File: config.mk
export PLATFORM = sky130hd
export DESIGN_NAME = uart_tx_serializer_flat
export DESIGN_NICKNAME = d
export VERILOG_FILES = /design/src/rtl/uart_tx_serializer_if.sv /design/src/rtl/uart_tx_serializer.sv /design/src/flat_wrapper.sv
export SDC_FILE = /design/constraint.sdc
export NUM_CORES = 1
export LEC_CHECK = 0
export BUFFER_PORTS_ARGS = -buffer_cell sky130_fd_sc_hd__buf_4
export CAP_MARGIN = 0
export CORE_ASPECT_RATIO = 1.1
export CORE_UTILIZATION = 32
export DETAILED_ROUTE_END_ITERATION = 10
export PLACE_DENSITY = 0.53
export SYNTH_ARGS = -nofsm -noshare
export SYNTH_HDL_FRONTEND = slang
export SYNTH_SLANG_ARGS = --single-unit
File: constraint.sdc
create_clock -name clk_in -period 7.48 [get_ports clk_in]
set_clock_uncertainty 0.15 [all_clocks]
set_input_delay 1.87 -clock clk_in [delete_from_list [all_inputs] [get_ports clk_in]]
set_output_delay 1.87 -clock clk_in [all_outputs]
set_load 0.01 [all_outputs]
File: src/rtl/uart_tx_serializer_if.sv
// ----------------------------------------------------------------------------
// uart_tx_serializer_if
//   Byte write handshake between a producer (e.g. the sync-FIFO test
//   controller) and the UART transmitter.
//   uart_tx_en_in      producer -> tx : one-cycle write strobe
//   uart_tx_data_in    producer -> tx : byte, valid while uart_tx_en_in=1
//   uart_tx_ready_out  tx -> producer : 1 = transmitter input buffer empty
//   Modports: master (producer side), slave (transmitter side).
// ----------------------------------------------------------------------------
interface uart_tx_serializer_if #(
    parameter int DATA_BITS = 8
) ();
    logic                 uart_tx_en_in;
    logic [DATA_BITS-1:0] uart_tx_data_in;
    logic                 uart_tx_ready_out;

    modport master (
        output uart_tx_en_in,
        output uart_tx_data_in,
        input  uart_tx_ready_out
    );

    modport slave (
        input  uart_tx_en_in,
        input  uart_tx_data_in,
        output uart_tx_ready_out
    );
endinterface

File: src/rtl/uart_tx_serializer.sv
// ----------------------------------------------------------------------------
// uart_tx_serializer
//   UART transmitter with a 2-entry input buffer. Each accepted byte is sent
//   as start bit, DATA_BITS payload bits (LSB first), optional parity bit and
//   STOP_BITS stop bits, each bit lasting CLKS_PER_BIT clocks. Buffered bytes
//   follow the previous frame with no idle gap.
// Ports:
//   clk_in              system clock, rising edge
//   n_rst               asynchronous active-low reset
//   tx_if               write handshake (slave side): en / data / ready
//   uart_tx_busy_out    1 = frame in progress or buffer non-empty
//   uart_tx_overrun_out sticky: a write arrived while the buffer was full
//   uart_tx_serial_out  TX pin, registered, idles high
// ----------------------------------------------------------------------------
module uart_tx_serializer #(
    parameter int DATA_BITS    = 8,
    parameter int CLKS_PER_BIT = 217,
    parameter int PARITY       = 0,
    parameter int STOP_BITS    = 1
) (
    input  logic                   clk_in,
    input  logic                   n_rst,
    uart_tx_serializer_if.slave    tx_if,
    output logic                   uart_tx_busy_out,
    output logic                   uart_tx_overrun_out,
    output logic                   uart_tx_serial_out
);

    localparam int CNT_W = (CLKS_PER_BIT > 1) ? $clog2(CLKS_PER_BIT) : 1;
    localparam int IDX_W = $clog2(DATA_BITS + 1);

    typedef enum logic [2:0] {
        ST_IDLE   = 3'd0,
        ST_START  = 3'd1,
        ST_DATA   = 3'd2,
        ST_PARITY = 3'd3,
        ST_STOP   = 3'd4
    } state_t;

    // Parity of the payload: even -> XOR of bits, odd -> its complement.
    function automatic logic parity_bit(input logic [DATA_BITS-1:0] d);
        logic p;
        if (PARITY == 2) begin
            p = ^d;
        end else begin
            p = ~^d;
        end
        return p;
    endfunction

    state_t               state_r;
    state_t               state_next_s;
    logic [CNT_W-1:0]     baud_cnt_r;
    logic [IDX_W-1:0]     bit_idx_r;
    logic [DATA_BITS-1:0] shift_r;
    logic [DATA_BITS-1:0] data_r;
    logic [DATA_BITS-1:0] fifo_mem_r [2];
    logic                 wr_ptr_r;
    logic                 rd_ptr_r;
    logic [1:0]           count_r;
    logic [1:0]           count_next_s;
    logic                 push_s;
    logic                 drop_s;
    logic                 pop_s;
    logic                 pin_s;
    logic                 bit_tick_s;
    logic                 last_data_s;
    logic                 last_stop_s;
    logic [DATA_BITS-1:0] head_s;
    logic                 serial_r;
    logic                 ready_r;
    logic                 busy_r;
    logic                 overrun_r;

    // A write is accepted whenever a slot is free; ready is only advisory.
    assign push_s      = tx_if.uart_tx_en_in && (count_r != 2'd2);
    assign drop_s      = tx_if.uart_tx_en_in && (count_r == 2'd2);
    assign head_s      = fifo_mem_r[rd_ptr_r];
    assign bit_tick_s  = (baud_cnt_r == CNT_W'(CLKS_PER_BIT - 1));
    assign last_data_s = (bit_idx_r == IDX_W'(DATA_BITS - 1));
    assign last_stop_s = (bit_idx_r == IDX_W'(STOP_BITS - 1));

    assign tx_if.uart_tx_ready_out = ready_r;
    assign uart_tx_busy_out        = busy_r;
    assign uart_tx_overrun_out     = overrun_r;
    assign uart_tx_serial_out      = serial_r;

    // Buffer occupancy after this cycle's push/pop.
    always_comb begin
        count_next_s = count_r;
        case ({push_s, pop_s})
            2'b10:   count_next_s = count_r + 2'd1;
            2'b01:   count_next_s = count_r - 2'd1;
            default: count_next_s = count_r;
        endcase
    end

    // Frame sequencer: next state, buffer pop and pin level for this state.
    always_comb begin
        state_next_s = state_r;
        pop_s        = 1'b0;
        pin_s        = 1'b1;
        case (state_r)
            ST_IDLE: begin
                pin_s = 1'b1;
                if (count_r != 2'd0) begin
                    pop_s        = 1'b1;
                    state_next_s = ST_START;
                end else begin
                    state_next_s = ST_IDLE;
                end
            end
            ST_START: begin
                pin_s = 1'b0;
                if (bit_tick_s) begin
                    state_next_s = ST_DATA;
                end else begin
                    state_next_s = ST_START;
                end
            end
            ST_DATA: begin
                pin_s = shift_r[0];
                if (bit_tick_s && last_data_s) begin
                    state_next_s = (PARITY != 0) ? ST_PARITY : ST_STOP;
                end else begin
                    state_next_s = ST_DATA;
                end
            end
            ST_PARITY: begin
                pin_s = parity_bit(data_r);
                if (bit_tick_s) begin
                    state_next_s = ST_STOP;
                end else begin
                    state_next_s = ST_PARITY;
                end
            end
            ST_STOP: begin
                pin_s = 1'b1;
                if (bit_tick_s && last_stop_s) begin
                    // Chain straight into the next frame when a byte waits.
                    if (count_r != 2'd0) begin
                        pop_s        = 1'b1;
                        state_next_s = ST_START;
                    end else begin
                        state_next_s = ST_IDLE;
                    end
                end else begin
                    state_next_s = ST_STOP;
                end
            end
            default: begin
                pin_s        = 1'b1;
                state_next_s = ST_IDLE;
            end
        endcase
    end

    // State register.
    always_ff @(posedge clk_in or negedge n_rst) begin
        if (!n_rst) begin
            state_r <= ST_IDLE;
        end else begin
            state_r <= state_next_s;
        end
    end

    // Baud counter and per-state bit index (data bits, then stop bits).
    always_ff @(posedge clk_in or negedge n_rst) begin
        if (!n_rst) begin
            baud_cnt_r <= '0;
            bit_idx_r  <= '0;
        end else begin
            if ((state_r == ST_IDLE) || bit_tick_s) begin
                baud_cnt_r <= '0;
            end else begin
                baud_cnt_r <= baud_cnt_r + CNT_W'(1);
            end
            if (bit_tick_s && (state_next_s != state_r)) begin
                bit_idx_r <= '0;
            end else if (bit_tick_s) begin
                bit_idx_r <= bit_idx_r + IDX_W'(1);
            end else begin
                bit_idx_r <= bit_idx_r;
            end
        end
    end

    // Shift register loaded on pop, shifted at the end of each data bit.
    always_ff @(posedge clk_in or negedge n_rst) begin
        if (!n_rst) begin
            shift_r <= '0;
            data_r  <= '0;
        end else if (pop_s) begin
            shift_r <= head_s;
            data_r  <= head_s;
        end else if ((state_r == ST_DATA) && bit_tick_s) begin
            shift_r <= shift_r >> 1;
        end else begin
            shift_r <= shift_r;
        end
    end

    // Two-entry input FIFO storage and pointers.
    always_ff @(posedge clk_in or negedge n_rst) begin
        if (!n_rst) begin
            fifo_mem_r[0] <= '0;
            fifo_mem_r[1] <= '0;
            wr_ptr_r      <= 1'b0;
            rd_ptr_r      <= 1'b0;
            count_r       <= 2'd0;
        end else begin
            if (push_s) begin
                fifo_mem_r[wr_ptr_r] <= tx_if.uart_tx_data_in;
                wr_ptr_r             <= ~wr_ptr_r;
            end else begin
                wr_ptr_r <= wr_ptr_r;
            end
            if (pop_s) begin
                rd_ptr_r <= ~rd_ptr_r;
            end else begin
                rd_ptr_r <= rd_ptr_r;
            end
            count_r <= count_next_s;
        end
    end

    // Registered outputs; ready/busy use next-state values so they track the
    // current register contents without any path from en to the pins.
    always_ff @(posedge clk_in or negedge n_rst) begin
        if (!n_rst) begin
            serial_r  <= 1'b1;
            ready_r   <= 1'b1;
            busy_r    <= 1'b0;
            overrun_r <= 1'b0;
        end else begin
            serial_r  <= pin_s;
            ready_r   <= (count_next_s == 2'd0);
            busy_r    <= (state_next_s != ST_IDLE) || (count_next_s != 2'd0);
            overrun_r <= overrun_r || drop_s;
        end
    end

endmodule

File: src/flat_wrapper.sv
// flat-port wrapper written by rule: the top's interface ports become plain ports
module uart_tx_serializer_flat 
#(
    parameter int DATA_BITS    = 8,
    parameter int CLKS_PER_BIT = 217,
    parameter int PARITY       = 0,
    parameter int STOP_BITS    = 1
)
  (clk_in, n_rst, uart_tx_busy_out, uart_tx_overrun_out, uart_tx_serial_out, tx_if_uart_tx_en_in, tx_if_uart_tx_data_in, tx_if_uart_tx_ready_out);
  uart_tx_serializer_if #(.DATA_BITS(DATA_BITS)) tx_if_i ();
  input  logic clk_in;
  input  logic n_rst;
  output logic uart_tx_busy_out;
  output logic uart_tx_overrun_out;
  output logic uart_tx_serial_out;
  input wire logic [$bits(tx_if_i.uart_tx_en_in)-1:0] tx_if_uart_tx_en_in;
  input wire logic [$bits(tx_if_i.uart_tx_data_in)-1:0] tx_if_uart_tx_data_in;
  output wire logic [$bits(tx_if_i.uart_tx_ready_out)-1:0] tx_if_uart_tx_ready_out;
  assign tx_if_i.uart_tx_en_in = tx_if_uart_tx_en_in;
  assign tx_if_i.uart_tx_data_in = tx_if_uart_tx_data_in;
  assign tx_if_uart_tx_ready_out = tx_if_i.uart_tx_ready_out;
  uart_tx_serializer #(.DATA_BITS(DATA_BITS), .CLKS_PER_BIT(CLKS_PER_BIT), .PARITY(PARITY), .STOP_BITS(STOP_BITS)) u_core (.clk_in(clk_in), .n_rst(n_rst), .tx_if(tx_if_i), .uart_tx_busy_out(uart_tx_busy_out), .uart_tx_overrun_out(uart_tx_overrun_out), .uart_tx_serial_out(uart_tx_serial_out));
endmodule
; ---- After elaboration in Yosys (flattened, before gate mapping)
; Index checks and enable logic that the tools add are counted.
[word_totals]
regBits = 55
in_bits = 11
out_inout_bits = 4
[op_classes]
add_sub_neg = 4
order_cmp = 3
eq_ne = 11
muxes = 22
n_bitwise = 4
n_reduce_logical = 19
[op_table]
columns = op, n
row1 = two-way mux 8 bit, 7
row2 = bitwise mux 16 bit, 1
row3 = case mux 3 bit (5 select lines), 1
row4 = two-way mux 3 bit, 3
row5 = "adder 8 x 1 -> 8 bit, second input constant", 1
row6 = demux 8 bit (select 1 bit), 1
row7 = "== test 8 bit, second input constant", 1
row8 = two-way mux 4 bit, 2
row9 = nonzero test 2 bit, 4
row10 = XNOR reduction 8 bit, 1
row11 = logical AND 1 bit, 7
row12 = "== test 3 x 2 -> 1 bit, second input constant", 2
row13 = "adder 4 x 1 -> 4 bit, second input constant", 1
row14 = "== test 2 bit, second input constant", 2
row15 = "== test 4 x 3 -> 1 bit, second input constant", 1
row16 = "greater-or-equal comparator 2 bit, second input constant", 2
row17 = zero test 4 bit, 1
row18 = NOT 1 -> 2 bit, 2
row19 = case mux 2 bit (2 select lines), 1
row20 = "== test 3 x 1 -> 1 bit, second input constant", 1
row21 = "== test 3 bit, second input constant", 1
row22 = zero test 3 bit, 1
row23 = logical OR 1 bit, 3
row24 = two-way mux 1 bit, 3
row25 = 12 further kinds, 13

; ---- Depth between registers and ports, before layout
; Gate-level depths: netlist (run 1).
[depth]
ltp_word = 8
ltp_mapped = 12

; ---- Worst setup path before layout (run 1)
; No wires, ideal clock.
[synth_timing]
path_kind = input to register
from = input tx_if_uart_tx_en_in
to = register u_core.busy_r (netlist: u_core.uart_tx_busy_out)
t_arrival_ns = 2.817
slack_ns = 4.371
path_stages = 5
path_buffers = 0
path_cell_list = nand2_1 ha_1 o21a_1 nor3_1 o2111ai_1
[synth_between]
elab_chain_cells = 5
elab_cells_between_ends = 6
[synth_rtl]
columns = item, line_no
row1 = start: declaration, flat_wrapper.sv:16  ; input wire logic [$bits(tx_if_i.uart_tx_en_in)-1:0] tx_if_uart_tx_en_in;
row2 = logical AND 1 bit (*), uart_tx_serializer.sv:76  ; assign push_s = tx_if.uart_tx_en_in && (count_r != 2'd2);
row3 = == test 2 x 1 -> 1 bit / == test 2 bit (equally long branches), uart_tx_serializer.sv:91  ; case ({push_s, pop_s})
row4 = case mux 2 bit (2 select lines) (*), uart_tx_serializer.sv:91
row5 = nonzero test 2 bit (*), uart_tx_serializer.sv:238  ; busy_r <= (state_next_s != ST_IDLE) || (count_next_s != 2'd0);
row6 = logical OR 1 bit (*), uart_tx_serializer.sv:238
row7 = end signal: assignment, uart_tx_serializer.sv:238
row8 = end: declaration, uart_tx_serializer.sv:72  ; logic busy_r;
; Mark *: on every way between the ends. The rest lies on a longest branch, timed or not.
; A chain may end at the register's enable or synchronous reset.

; ---- Worst setup path in the final report (run 1)
[layout_timing]
from = register u_core.baud_cnt_r[0]
to = register u_core.busy_r (netlist: u_core.uart_tx_busy_out)
[layout_between]
elab_chain_cells = 8
elab_cells_between_ends = 16
[layout_rtl]
columns = item, line_no
row1 = start: declaration, uart_tx_serializer.sv:53  ; logic [CNT_W-1:0] baud_cnt_r;
row2 = start signal: assignment, uart_tx_serializer.sv:176  ; baud_cnt_r <= baud_cnt_r + CNT_W'(1);
row3 = == test 8 bit (*), uart_tx_serializer.sv:79  ; assign bit_tick_s = (baud_cnt_r == CNT_W'(CLKS_PER_BIT - 1));
row4 = logical AND 1 bit, uart_tx_serializer.sv:139  ; if (bit_tick_s && last_stop_s) begin
row5 = two-way mux 1 bit, uart_tx_serializer.sv:139
row6 = case mux 1 bit (2 select lines), uart_tx_serializer.sv:103  ; case (state_r)
row7 = == test 2 x 1 -> 1 bit / == test 2 bit (equally long branches), uart_tx_serializer.sv:91
row8 = case mux 2 bit (2 select lines), uart_tx_serializer.sv:91
row9 = nonzero test 2 bit, uart_tx_serializer.sv:238
row10 = logical OR 1 bit (*), uart_tx_serializer.sv:238
; Marks and branches as above.

==> results of run 1 <==
-- cell usage after synthesis, drive strengths merged, types with 3 or more instances --
master    n  share of area (%)
dfrtp    53                 49
mux2     44                 20
nor2     13                1.9
inv      12                1.7
xnor2    12                3.9
nand2    10                1.4
o21ai     7                1.3
ha        5                2.3
nand3     5               0.93
xor2      5                1.6
buf       4                1.2
nand2b    4               0.93
mux2i     3                1.1
nand4     3               0.93
o2111ai   3               0.97
-- layout make-up --
type                            count  area share, %
Multi-Input combinational cell    145           41.5
Inverter                           12           1.50
Timing Repair Buffer               14           3.51
Tap cell                          108           4.51
Clock inverter                      3          0.669
Sequential cell                    55           46.1
Clock buffer                        5           2.30
-- worst reg2reg max path: stages (launching register included) --
cell and delay (ns):
dfrtp_1 0.41, inv_1 0.06, ha_1 0.21, and4_1 0.24, nand3_1 0.12, a21o_1 0.81
inv_1 0.11, ha_1 0.23, xnor2_1 0.15, o21a_1 0.19, nor3_1 0.24, o2111ai_1 0.16
-- metrics by stage --
step,hold WS (ns),setup WS [ns]
global route,0.353,3.91
CTS,0.342,4.18
floorplan,0.318,4.37
detailed placement,0.318,4.12
global placement,0.313,4.16
finish,0.335,4.23
-- worst min path at each step --
stage	from	to	slack, ns	cells past startpoint
after CTS	u_core.uart_tx_overrun_out	u_core.uart_tx_overrun_out	0.34	1
after global placement	u_core.uart_tx_overrun_out	u_core.uart_tx_overrun_out	0.31	1
final	u_core.uart_tx_overrun_out	u_core.uart_tx_overrun_out	0.33	1
after detailed placement	u_core.uart_tx_overrun_out	u_core.uart_tx_overrun_out	0.32	1
after global routing	u_core.uart_tx_overrun_out	u_core.uart_tx_overrun_out	0.35	1
after floorplan	u_core.baud_cnt_r[0]	u_core.baud_cnt_r[0]	0.32	1
-- where the power goes --
part / total, mW / switching [mW] / internal (mW) / leakage, nW
clock: 0.163 / 0.0979 / 0.0654 / 0.0402
sequential: 0.514 / 0.0911 / 0.423 / 0.664
combinational: 0.432 / 0.170 / 0.262 / 0.627
total: 1.11 / 0.359 / 0.750 / 1.33
-- metal layers --
| layer | track usage [%] | part of all wire, % | vias to the layer above | wire length [um] |
|---|---|---|---|---|
| met3 | 2.62 | 2.5 | 7 | 111 |
| met4 | 4.03 | 1.6 | 0 | 70 |
| met1 | 16.2 | 50 | 776 | 2220 |
| met5 | 0 | 0 | - | 0 |
| li1 | - | - | 797 | - |
| met2 | 17.2 | 46 | 16 | 2060 |
-- sequential cells by signal, summed over array words and instances (netlist names), 2 cells and up --
name	flops
u_core.fifo_mem_r	16
u_core.baud_cnt_r	8
u_core.data_r	8
u_core.shift_r	8
u_core.bit_idx_r	4
u_core.state_r	3
u_core.count_r	2
-- cell families after synthesis --
| group | count (synthesis) |
|---|---|
| DFF | 55 |
| AOI/OAI and AO/OA | 25 |
| adders and majority gates | 5 |
| and+or+nand+nor | 51 |
| buffers and inverters | 17 |
| muxes | 47 |
| xor gates and xnor gates | 17 |
==> summary.md, run 1 <==
| Metric | Value |
|---|---|
| R2R Path End | u_core.uart_tx_busy_out |
| Synth unique cells | 45 |
| Worst-Margin Slew | 1.04 ns |
| Synth Register Bits | 55 |
| Multi-input logic area | 0.00124 mm^2 |
| Synthesized instance count | around 220 |
| Port buffer count | 14 |
| Antenna violations before repair | 0 |
| Critical path arrival | ~3.2 ns |
| # rows | 34 |
| Max Cap Violations | 0 |
| Final wirelength | ~4500 um |
| Post-synthesis mux area share | 21.4% |
| Status | complete, no violations |
| Post-CTS resize count | 0 |
| Total GRT Usage | 11.5% |
| Static leakage | 1.33 nW |
| Power density over the cells | 370 mW/mm^2 |
| Worst relative slew slack | 30.2% |
| Fin util | 37.2% |
| FF-to-FF setup slack | between 4 and 5 ns |
| Post-CTS Hold Buffers | 0 |
| Main flop type after synthesis | dfrtp_1 |
| Routed vias | 1596 |
| Power, Total | roughly 1.1 mW |
| Syn nets | 233 |
| Register Area | 0.00138 mm^2 |
| CP top delay family | compound AO/OA/AOI/OAI gates |
| RD Place Congestion | 0.798 |
| Worst VDD drop | approximately 0.00016 V |
| Critical path class | flop to flop |
| Overflow after GRT | 0 |
| Total CTS buffers | 5 |
| Largest family of logic cells by synthesized area | multiplexers |
| Achievable Freq | around 310 MHz |
| Global-route wire length before repair | 7810 um |
| Yosys warns | 0 |
| DP Area | 0.00291 mm^2 |
| Critical path depth | 11 |
| Post-CTS setup buffer count | 0 |
| CTS clock-pin slew for the worst setup and hold paths | 0.10 ns |
| TritonCTS Sinks | 55 |
| EDFF count, synth | 0 |
| Commonest non-fill, non-tap cells in the layout | dfrtp_1 (53), mux2_2 (30), mux2_4 (14), buf_4 (14) |
| Iteration-0 DRC Markers | between 60 and 70 |
| Critical path startpoint category | flop |
| Layout Cells excl Fill | ~340 |
| Crit path to | u_core.uart_tx_busy_out |
| R2r startpoint | u_core.baud_cnt_r[0] |
| Net count reported at finish | 249 |
| Synthesized area | 0.00270 mm^2 |
| Count of final hold-check violations | 0 |
| Drc violations | 0 |
| Finished layout cell area | about 0.003 mm^2 |
| Initial Utilization | 33.6% |
| Syn Area/Cell | 12.4 um^2 |
| Synth Area in Adders | 2.32% |
| DIE WIDTH | 89.6 um |
| Synth async-reset ratio | 100% |
| Endpoints failing setup | 0 |
| Crit path from | u_core.baud_cnt_r[0] |
| Slowest stage delay, CP | 0.81 ns |
| Worst r2r path cells | 11 |
| Core Area | 0.00804 mm^2 |
| Tcrit/Tclk final | approximately 43% |
| Crit path capture type | flop |
| WP data required | 7.45 ns |
| Simple-gate portion of the synthesized area | 10.3% |
| Slew Limit Fails | 0 |
| DP Cell Count | 334 |
| Critical path buffer and inverter count | 2 |
| Crit-path cells | inv_1 -> ha_1 -> and4_1 -> nand3_1 -> a21o_1 -> inv_1 -> ha_1 -> xnor2_1 -> o21a_1 -> nor3_1 -> o2111ai_1 |
| Layout area overhead | 10.9% |
| Layout cells sized above 1 | 31.6% |
| Antenna cells | 0 |
| Worst-case clock buffer depth | 2 |
| DIE HEIGHT | 98.3 um |
| WL per Instance | roughly 13 um |
| Synth Area in XOR/XNOR | 5.51% |
| Area fraction in compound gates after synthesis | 6.44% |
| Unrepaired setup endpoints after global routing | no |
| Later-pin clock latency in the skew report | 0.30 ns |
| Most common cell after layout, fill and taps aside | dfrtp_1 |
| Die area | around 0.0088 mm^2 |
| Worst-path fanout max | 20 |
| First-pass DRT Iterations | 4 |
| Clock root buffer | clkbuf_8 |
| Fin crit period | 3.25 ns |
| Filler cells | 799 |
| Sum of negative setup slack | 0 ns |
| Routed Antenna Nets | 0 |
| CP max stage cell | a21o_1 |
| Seq/Total Area, Yosys | 51.1% |
| Vias per std cell | around 4.7 |
| Hold Crit Class | flop to flop |
| DPL Wire Length | 3120 um |
| I/O pins | 15 |
| Vias in the first global route | 1625 |
| H-tree depth | 2 |
| CTS tree | done |
| Largest net degree at the start of global routing | 56 |
(Power assumes the default switching activity.)
==> inputs of run 2 (changes only) <==
--- a/config.mk
+++ b/config.mk
@@ -5,6 +5,7 @@
 export SDC_FILE = /design/constraint.sdc
 export NUM_CORES = 1
 export LEC_CHECK = 0
+export ABC_AREA = 1
 export BUFFER_PORTS_ARGS = -buffer_cell sky130_fd_sc_hd__buf_4
 export CAP_MARGIN = 0
 export CORE_ASPECT_RATIO = 1.1
==> constraint.sdc (replaced) <==
create_clock -name clk_in -period 3.2 [get_ports clk_in]
set_clock_uncertainty 0.15 [all_clocks]
set_input_delay 0.8 -clock clk_in [delete_from_list [all_inputs] [get_ports clk_in]]
set_output_delay 0.8 -clock clk_in [all_outputs]
set_load 0.01 [all_outputs]
==> run 2 against run 1 <==
  * Synthesized cell count up 38%
  * Via count increased by 20%
  * Area after synthesis decreased by 2.6%
  * Hold slack got worse by 0.0042 ns
  * Die area decreased by 2.5%
  * Clock power is 140% higher
==> summary.md, run 2 <==
| Metric | Value |
|---|---|
| DIE HEIGHT | 97.1 um (-1.3%) |
| Layout Cells excl Fill | 426 (+25%) |
| Achievable Freq | 394 MHz (+28%) |
| Power, Total | 1.57 mW (+42%) |
| Syn nets | 316 (+36%) |
| Filler cells | 868 (+8.6%) |
| Net count reported at finish | 333 (+34%) |
| DPL Wire Length | 3290 um (+5.4%) |
| Syn Area/Cell | 8.77 um^2 (-30%) |
| Critical path arrival | 2.59 ns (-0.63 ns) |
| Top-area cell type share of the netlist area | 50.4% (+1.3 points) |
| Endpoints failing setup | 0 (unchanged) |
| Die area | 0.00859 mm^2 (-2.5%) |
| Post-CTS Hold Buffers | 0 (unchanged) |
| Worst-case clock buffer depth | 2 (unchanged) |
| Yosys warns | 0 (unchanged) |
| # rows | 34 (unchanged) |
| Overflow after GRT | 0 (unchanged) |
| Antenna violations before repair | 0 (unchanged) |
| Clock root buffer | clkbuf_8 |
| Core Area | 0.00796 mm^2 (-1.1%) |
| DIE WIDTH | 88.4 um (-1.3%) |
| Worst relative slew slack | 52.8% (+23 points) |
| Hold Crit Class | flop to flop |
| Total GRT Usage | 12.5% (+1.0 points) |
| Largest register FFs | 16 (unchanged) |
| CP top delay family | simple AND/OR/NAND/NOR gates |
| H-tree depth | 2 (unchanged) |
| Port buffer count | 14 (unchanged) |
| Static leakage | 1.52 nW (+14%) |
| Global-route wire length before repair | 8550 um (+9.5%) |
| Final wirelength | 4600 um (+3.1%) |
| Critical path class | flop to flop |
| Most numerous cell in the Yosys netlist | nand2_1 |
| RD Place Congestion | 0.770 (-3.5%) |
| DP Area | 0.00285 mm^2 (-2.0%) |
| Tcrit/Tclk final | 79.3% (+36 points) |
| Synth Register Bits | 55 (unchanged) |
| Slew Limit Fails | 0 (unchanged) |
| Status | complete, no violations |
| WP data required | 3.26 ns (-4.19 ns) |
| Unrepaired setup endpoints after global routing | no |
| Synthesized area | 0.00263 mm^2 (-2.6%) |
| Sum of negative setup slack | 0 ns (unchanged) |
| Layout area overhead | 11.5% |
| Seq/Total Area, Yosys | 52.4% (+1.4 points) |
| Layout cells sized above 1 | 16.7% (-15 points) |
| WL per Instance | 10.8 um (-17%) |
| Post-CTS setup buffer count | 0 (unchanged) |
| Most common cell after layout, fill and taps aside | nand2_1 |
| Vias per std cell | 4.49 (-3.9%) |
| EDFF count, synth | 0 (unchanged) |
| Synth unique cells | 34 (-24%) |
| Main flop type after synthesis | dfrtp_1 |
| First-pass DRT Iterations | 4 (unchanged) |
| Iteration-0 DRC Markers | 69 (+11%) |
| Total CTS buffers | 5 (unchanged) |
| Finished layout cell area | 0.00293 mm^2 (-2.0%) |
| CTS clock-pin slew for the worst setup and hold paths | 0.10 ns (about the same) |
| Worst-Margin Slew | 0.708 ns (-0.331 ns) |
| Routed vias | 1911 (+20%) |
| Fin crit period | 2.54 ns (-0.711 ns) |
| Crit-path cells | inv_1 -> ha_1 -> nand2_2 -> nor2_4 -> nand3_2 -> nand2_1 -> nand2_2 -> clkinv_2 -> ha_1 -> a21oi_1 -> o21ai_0 -> xor2_1 -> or2_2 -> inv_1 -> nand2_1 |
| Commonest non-fill, non-tap cells in the layout | nand2_1 (96), dfrtp_1 (53), inv_1 (30) |
| Routed Antenna Nets | 0 (unchanged) |
| DP Cell Count | 418 (+25%) |
| Critical path startpoint category | flop |
| CTS tree | done |
| I/O pins | 15 (unchanged) |
| Initial Utilization | 33.1% (-0.52 points) |
| Drc violations | 0 (unchanged) |
| CP max stage cell | dfrtp_1 |
| Crit path capture type | flop |
| Vias in the first global route | 1950 (+20%) |
| Max Cap Violations | 0 (unchanged) |
| Antenna cells | 0 (unchanged) |
| Power density over the cells | 536 mW/mm^2 (+45%) |
| Later-pin clock latency in the skew report | 0.31 ns (about the same) |
| Largest net degree at the start of global routing | 56 (unchanged) |
| Synth async-reset ratio | 100% (unchanged) |
| Biggest register | u_core.fifo_mem_r |
| Slowest stage delay, CP | 0.42 ns (-0.39 ns) |
| Synthesized instance count | 300 (+38%) |
| Critical path buffer and inverter count | 3 (+1) |
| Cell taking the most area after synthesis | dfrtp_1 |
| Post-CTS resize count | 0 (unchanged) |
| TritonCTS Sinks | 55 (unchanged) |
| Count of final hold-check violations | 0 (unchanged) |
| Worst VDD drop | 0.000261 V (+64%) |
| Synth area leaders | dfrtp_1 (50%), nand2_1 (14%), inv_1 (4.3%), o21ai_0 (3.8%), xor2_1 (2.7%) |
| Worst-path fanout max | 10 (-50%) |
| Top cells by count, synth | nand2_1 (96), dfrtp_1 (53), inv_1 (30), o21ai_0 (20), nor2_1 (11) |
run 2: logic make-up (layout without fill, tap and decap cells):
group                      count (synthesis)  count (layout)  share of synthesized area (%)
DFF                                       55              55                           52.4
adders and majority gates                  5               5                           2.38
buffers and inverters                     43              61                           6.71
muxes                                      3               3                           1.28
and+or+nand+nor                          142             142                           24.3
xor gates and xnor gates                  13              13                           4.33
AOI/OAI and AO/OA                         39              39                           8.56
run 2: layer usage:
layer / part of all wire (%) / global-route usage, %
met5: 0 / 0
met3: 3.1 / 3.23
met1: 48 / 15.9
met4: 1.4 / 3.85
met2: 48 / 20.7
run 2: report_power, final:
| part | switching, mW | internal, mW |
|---|---|---|
| Combinational | 0.160 | 0.137 |
| Sequential | 0.0681 | 0.823 |
| Clock | 0.231 | 0.154 |
run 2: layout make-up:
cell class	instances	area (um^2)	share of cell area (%)
clock buffer	6	72.6	2.47
clock inverter	2	12.5	0.427
inverter	38	146	4.99
multi-input combinational	202	1070	36.6
sequential	55	1380	47.0
tap	108	135	4.61
timing repair buffer	15	113	3.84
run 2: worst paths after layout:
path                                                  from                    endpoint  slack [ns]  cells after the start
min in group asynchronous                            n_rst        u_core.baud_cnt_r[3]        0.36                      1
worst max-delay path                  u_core.baud_cnt_r[0]     u_core.uart_tx_busy_out        0.66                     15
worst min register to register  u_core.uart_tx_overrun_out  u_core.uart_tx_overrun_out        0.33                      1
max in group asynchronous                            n_rst         u_core.bit_idx_r[0]        2.04                      1
worst min-delay path            u_core.uart_tx_overrun_out  u_core.uart_tx_overrun_out        0.33                      1
worst max register to register        u_core.baud_cnt_r[0]     u_core.uart_tx_busy_out        0.66                     15
run 2: metrics by stage:
step | setup WS (ns) | utilization [%] | hold slack, ns
2_1_floorplan | 0.813 | - | 0.292
6_report | 0.662 | 36.9 | 0.331
3_3_place_gp | 0.695 | 35.8 | 0.311
4_1_cts | 0.631 | 36.9 | 0.338
3_5_place_dp | 0.628 | 35.8 | 0.314
5_1_grt | 0.393 | 36.9 | 0.363
